### src/rtl/g18_pkg.sv
// Shared constants and state encoding for the G18 BPI flash Wishbone bridge.
package g18_pkg;

    localparam int G18_ADDR_W = 23;
    localparam int G18_DATA_W = 16;

    typedef enum logic [2:0] {
        IDLE,
        RD_HI,
        RD_LO,
        ACK,
        ERR
    } g18_state_t;

endpackage

### src/rtl/g18_flash_wb_bridge.sv
// Wishbone B3 classic read-only slave: each 32-bit read becomes two timed 16-bit
// asynchronous BPI flash reads, high half first; writes terminate with an error.
module g18_flash_wb_bridge
    import g18_pkg::*;
#(
    parameter int WAIT_CYCLES = 8,
    parameter int ADDR_W      = G18_ADDR_W
) (
    input  logic                  sys_clk_i,
    input  logic                  sys_rst_i,
    input  logic [31:0]           wb_adr_i,
    input  logic [31:0]           wb_dat_i,
    input  logic [3:0]            wb_sel_i,
    input  logic                  wb_we_i,
    input  logic                  wb_cyc_i,
    input  logic                  wb_stb_i,
    output logic [31:0]           wb_dat_o,
    output logic                  wb_ack_o,
    output logic                  wb_err_o,
    output logic [ADDR_W-1:0]     flash_adr_o,
    input  logic [G18_DATA_W-1:0] flash_dat_i,
    output logic                  flash_ce_n_o,
    output logic                  flash_oe_n_o,
    output logic                  flash_we_n_o
);

    localparam int               CNT_W      = $clog2(WAIT_CYCLES + 1);
    localparam logic [CNT_W-1:0] CNT_RELOAD = CNT_W'(WAIT_CYCLES - 1);

    g18_state_t        state, state_d;
    logic [CNT_W-1:0]  cnt, cnt_d;
    logic [31:0]       dat_d;
    logic              ack_d, err_d;
    logic [ADDR_W-1:0] adr_d;
    logic              ce_n_d, oe_n_d;

    // No program/erase path exists, so the write strobe is permanently inactive.
    assign flash_we_n_o = 1'b1;

    always_comb begin
        // NOTE: every signal gets a default before the case so no path can infer a latch.
        state_d = state;
        cnt_d   = cnt;
        dat_d   = wb_dat_o;
        ack_d   = 1'b0;
        err_d   = 1'b0;
        adr_d   = flash_adr_o;
        ce_n_d  = flash_ce_n_o;
        oe_n_d  = flash_oe_n_o;

        case (state)
            IDLE: begin
                if (wb_cyc_i && wb_stb_i) begin
                    if (wb_we_i) begin
                        state_d = ERR;
                        err_d   = 1'b1;
                    end else begin
                        state_d = RD_HI;
                        adr_d   = {wb_adr_i[ADDR_W:2], 1'b0};
                        ce_n_d  = 1'b0;
                        oe_n_d  = 1'b0;
                        cnt_d   = CNT_RELOAD;
                    end
                end
            end

            RD_HI: begin
                // Master abort wins over a sample landing on the same edge.
                if (!wb_cyc_i) begin
                    state_d = IDLE;
                    ce_n_d  = 1'b1;
                    oe_n_d  = 1'b1;
                end else if (cnt == '0) begin
                    dat_d[31:16] = flash_dat_i;
                    adr_d[0]     = 1'b1;
                    cnt_d        = CNT_RELOAD;
                    state_d      = RD_LO;
                end else begin
                    cnt_d = cnt - 1'b1;
                end
            end

            RD_LO: begin
                if (!wb_cyc_i) begin
                    state_d = IDLE;
                    ce_n_d  = 1'b1;
                    oe_n_d  = 1'b1;
                end else if (cnt == '0) begin
                    dat_d[15:0] = flash_dat_i;
                    ce_n_d      = 1'b1;
                    oe_n_d      = 1'b1;
                    ack_d       = 1'b1;
                    state_d     = ACK;
                end else begin
                    cnt_d = cnt - 1'b1;
                end
            end

            // Termination states guarantee one idle cycle before the next request is taken.
            ACK:     state_d = IDLE;
            ERR:     state_d = IDLE;
            default: state_d = IDLE;
        endcase
    end

    always_ff @(posedge sys_clk_i or posedge sys_rst_i) begin
        if (sys_rst_i) begin
            state        <= IDLE;
            cnt          <= '0;
            wb_dat_o     <= '0;
            wb_ack_o     <= 1'b0;
            wb_err_o     <= 1'b0;
            flash_adr_o  <= '0;
            flash_ce_n_o <= 1'b1;
            flash_oe_n_o <= 1'b1;
        end else begin
            // NOTE: non-blocking assignments so every register samples pre-edge values.
            state        <= state_d;
            cnt          <= cnt_d;
            wb_dat_o     <= dat_d;
            wb_ack_o     <= ack_d;
            wb_err_o     <= err_d;
            flash_adr_o  <= adr_d;
            flash_ce_n_o <= ce_n_d;
            flash_oe_n_o <= oe_n_d;
        end
    end

endmodule

### config.mk
export PLATFORM = sky130hd
export DESIGN_NAME = g18_flash_wb_bridge
export DESIGN_NICKNAME = d
export VERILOG_FILES = /design/src/rtl/g18_pkg.sv /design/src/rtl/g18_flash_wb_bridge.sv
export SDC_FILE = /design/constraint.sdc
export NUM_CORES = 1
export LEC_CHECK = 0
export BUFFER_PORTS_ARGS = -buffer_cell sky130_fd_sc_hd__buf_4
export CORE_ASPECT_RATIO = 1.2
export CORE_MARGIN = 2
export CORE_UTILIZATION = 50
export CTS_BUF_LIST = sky130_fd_sc_hd__clkbuf_8
export CTS_CLUSTER_DIAMETER = 120
export CTS_CLUSTER_SIZE = 12
export DETAILED_ROUTE_END_ITERATION = 16
export PLACE_DENSITY = 0.88
export SYNTH_ARGS = -nofsm -noshare
export SYNTH_HDL_FRONTEND = slang
export SYNTH_SLANG_ARGS = --single-unit
### constraint.sdc
create_clock -name sys_clk_i -period 5.16 [get_ports sys_clk_i]
set_input_delay 0.774 -clock sys_clk_i [delete_from_list [all_inputs] [get_ports sys_clk_i]]
set_output_delay 0.774 -clock sys_clk_i [all_outputs]
set_load 0.02 [all_outputs]
Yosys cells after proc, flatten, opt, wreduce, memory -nomap -nowiden
Cells that the tools add are included.
- output and inout port bits: 60
- logic and storage cells: 64
- register bits after elaboration: 65
- bits of input ports: 89
- $add $sub $neg: 1
- multiplexer cells: 30
- bitwise logic cells: 1
- equal/unequal tests: 11
- reduce and logical (&&, ||, !) cells: 12
- operators by type and width (cell ; number):
    $mux 4 ; 6
    $mux 3 ; 6
    $mux 1 ; 14
    $ne 2x2->1 const B ; 7
    $pmux 4 s3 ; 1
    $reduce_and 3->1 ; 4
    $reduce_and 5->1 ; 2
    $pmux 3 s3 ; 1
    $ne 3x3->1 const B ; 2
    $reduce_and 6->1 ; 1
    $logic_not 4->1 ; 1
    $sub 4x1->4 const B ; 1
    $eq 3x1->1 const B ; 1
    $eq 3x2->1 const B ; 1
    $logic_not 3->1 ; 1
    $pmux 1 s3 ; 1
    $reduce_bool 3->1 ; 1
    $pmux 1 s2 ; 1
    $reduce_bool 2->1 ; 1
    $logic_and 1x1->1 ; 1
    $not 1->1 ; 1

Longest topological paths before layout
- word-level depth: 4
- mapped depth: 7
- depth with buffers taken out: 7

Least setup slack after synthesis
Ideal clock, no wire load.
- path type: in2reg
- from: input wb_cyc_i
- to: register cnt[0]
- arrival time: 1.914 ns
- stages: 5
- buffers on the path: 1
- path slack: 3.121 ns
- library setup time: 0.125 ns
- required time: 5.035 ns
- path through: buf_4 -> inv_1 -> o41a_1 -> a21oi_2 -> mux2_2
- longest elaborated chain between the ends: 3
- elaborated cells between the ends (all ways): 5
- those cells by class: eq/ne: 3; reduce/logical: 2
- RTL lines (item ; RTL line ; RTL):
    from (decl) ; g18_flash_wb_bridge.sv:15 ; input logic wb_cyc_i,
    $logic_and 1x1->1 ; g18_flash_wb_bridge.sv:53 ; if (wb_cyc_i && wb_stb_i) begin
    $ne 2x2->1 (no line) ; n/a ;
    $reduce_and 6->1 (no line) * ; n/a ;
    to (signal assigned) ; g18_flash_wb_bridge.sv:119 ; cnt <= cnt_d;
    to (decl) ; g18_flash_wb_bridge.sv:31 ; logic [CNT_W-1:0] cnt, cnt_d;
Every way passes the cells marked *; elsewhere a longest branch is shown, timed or not.
A chain may end at the register's enable or synchronous reset.

Worst setup path in the final report
- from: register cnt[0]
- to: register wb_dat_o[25]
- longest elaborated chain between the ends: 2
- RTL lines (item ; RTL line ; RTL):
    $logic_not 4->1 ; g18_flash_wb_bridge.sv:73 ; end else if (cnt == '0) begin
    $reduce_and 3->1 (no line) ; n/a ;
    to (signal assigned) ; g18_flash_wb_bridge.sv:120 ; wb_dat_o <= dat_d;
    to (decl) ; g18_flash_wb_bridge.sv:17 ; output logic [31:0] wb_dat_o,
Every way passes these cells.

==> out/qor.csv <==
metric;value;unit
status;completed;
clock power share;0.354;
Final Slew Violations;0;
Final ANT Viol Nets;0;
die extent in x;71.6;um
highest net fanout along the worst path;16;
RSZ-0062 raised after global routing;no;
Register-to-Register Path Depth;5;
final setup fails;0;
initial antenna violation count;0;
clock latency at the later pin of the worst-skew pair;0.33;ns
antenna cell count;0;
reg2reg start;cnt[0]$_DFFE_PP0P_;
Hold Slack;0.487;ns
Final Util;0.705;
Peak Freq;0.477;GHz
Clock Sinks;65;
worst vdd rail ir drop;244;uV
startpoint types;flip-flop;
largest net degree at the start of global routing;66;
Setup crit end kind;flip-flop;
flops & latches, synth;65;
clock skew;0.00912;ns
NumNets Final;375;
GR Util met1;0.233;
Final Hold Violating Endpoints;0;
Mean Syn Cell Area;15.1;sq um
total global routing overflow;0;
All-Layer GR Usage;0.188;
Comb pwr share;0.198;
CTS tree;yes;
synth unique cells;37;
dpl cells;336;
CTS Buf Count;9;
Post-Route WL;5420;um
worst slew pin tran;0.810;ns
met3 Resource Use GR;0.0321;
r2r endpoint;wb_dat_o[25]$_DFFE_PP0P_;
sequential area share after synthesis;0.594;
Leak;1.99;nW
drt wl/cell;15.4;um
Area Growth Syn to Fin;36.2;%
Synth Instances;181;
# rows;29;
busiest layer in global routing;met2;
Pre-antenna DRT Iters;4;
Critical Path Sink;wb_dat_o[25]$_DFFE_PP0P_;
Reg2Reg Setup Slack;3.06;ns
CP startpoint;cnt[0]$_DFFE_PP0P_;
cts hold-fix bufs;0;
Initial Util;0.517;
pwr dens;356;nW/um^2
Worst-path clk slew;0.07;ns
Buffers on Ports;101;
final non-filler cell total;352;
sequential share of power;0.448;
Setup Buffers After CTS;0;
CTS HTree Levels;3;
worst path required time;5.37;ns
path type of the worst setup path;flip-flop to flip-flop;
Core Area;5300;sq um
first-pass GRT wire length;8870;um
Synth warnings;0;
fraction of layout cells with a size suffix above 1;0.638;
DIE AREA;6090;sq um
vias in the first global route;1855;
DRC;0;
maxcap violations;0;
Root Driver;clkbuf_8;
Via density;5.10;
relative max-transition margin;0.460;
Mapped Nets;271;
Post-Syn Area;2740;sq um
fin crit period;2.10;ns
HPWL Detailed;3850;um
FILL cells;394;
I/O pin count;149;
setup TNS;0;ns
1st-iter DRT viols;102;
FFs w/ async S/R, synth;1.00;
commonest non-fill, non-tap cells in the layout;buf_4 (103), dfrtp_1 (64), mux2_2 (46);
buffer depth of the longest clock path;2;
via count;1795;
P_int;0.969;mW
Switching Share;0.271;
GP Congestion;0.794;
Hold WC Path Type;flip-flop to flip-flop;
Worst EP arrival;2.31;ns
met2 GRT Util;0.314;
most common cell after layout, fill and taps aside;buf_4;
final worst path period share;0.407;
switching power;0.360;mW
Top FF cell, synth;dfrtp_1;
number of gates resized after CTS;0;
EDFF count, synth;0;
Chip Height;85.1;um
area by class of cell:
cell class              instances  area [sq um]  share of cell area
inverters                       5          18.8             0.00503
multi-input cells             101          1020               0.273
flip-flops and latches         65          1630               0.436
well taps                      62          77.6              0.0208
clock inverters                 7          95.1              0.0255
repair buffers                103           773               0.207
clock buffers                   9           124              0.0332
through the flow:
step / setup WS (ns) / power (mW) / instance area (sq um)
floorplan: 2.76 / 0.747 / 2740
global placement: 2.82 / 0.862 / 3520
detailed placement: 2.80 / 0.872 / 3520
CTS: 3.03 / 1.34 / 3730
global route: 2.90 / 1.39 / 3730
finish: 3.06 / 1.33 / 3730
registers in the layout, indices dropped and copies added (netlist names):
signal,flops
wb_dat_o,32
flash_adr_o,23
cnt,4
state,3
flash_oe_n_o,1
wb_ack_o,1
wb_err_o,1
logic make-up after synthesis:
family,share of synthesized area
AOI/OAI and AO/OA,0.0461
adders and majority gates,0.00456
buffers and inverters,0.0347
DFF,0.594
muxes,0.244
other,0.00137
and+or+nand+nor,0.0758
synth_stat cells (2+ instances only):
cell type  count  area (sq um)
and2b_1        2          15.0
buf_2          4          20.0
buf_6          3          33.8
a21o_1         2          15.0
dfrtp_1       64          1600
mux2_2        46           518
a21oi_1        2          10.0
buf_4          3          22.5
a2111o_1       2          22.5
nand2_1        5          18.8
nor3_1         2          10.0
mux2_4        10           150
nor2_1         7          26.3
nor4_1         2          12.5
inv_1          5          18.8
routing by layer:
layer | up-vias | part of all wire
met5 | - | 0
met4 | 0 | 0.018
met3 | 8 | 0.050
met2 | 55 | 0.53
met1 | 887 | 0.40
li1 | 845 | -
worst min path at each step:
| stage | from | end | slack [ns] | cells past startpoint |
|---|---|---|---|---|
| after CTS | flash_oe_n_o$_DFFE_PP1P_ | flash_oe_n_o$_DFFE_PP1P_ | 0.49 | 2 |
| after detailed placement | flash_oe_n_o$_DFFE_PP1P_ | flash_oe_n_o$_DFFE_PP1P_ | 0.48 | 2 |
| after global routing | flash_oe_n_o$_DFFE_PP1P_ | flash_oe_n_o$_DFFE_PP1P_ | 0.51 | 2 |
| final | flash_oe_n_o$_DFFE_PP1P_ | flash_oe_n_o$_DFFE_PP1P_ | 0.49 | 2 |
| after floorplan | cnt[1]$_DFFE_PP0P_ | cnt[1]$_DFFE_PP0P_ | 0.50 | 1 |
| after global placement | flash_adr_o[0]$_DFFE_PP0P_ | flash_adr_o[0]$_DFFE_PP0P_ | 0.48 | 1 |
power by group through the flow:
stage	Combinational, mW	Sequential [mW]	Clock, mW
after floorplan	0.0825	0.664	0
after global placement	0.260	0.602	0
after detailed placement	0.266	0.605	0
after CTS	0.267	0.596	0.482
after global routing	0.280	0.602	0.506
final	0.263	0.595	0.471
worst max-delay path: stages, from the launching register on:
cell      delay [ns]
dfrtp_1         0.41
inv_1           0.07
ha_1            0.18
nor3b_4         0.46
nand4b_4        0.44
mux2_4          0.43
Power figures use the tool's default switching activity.
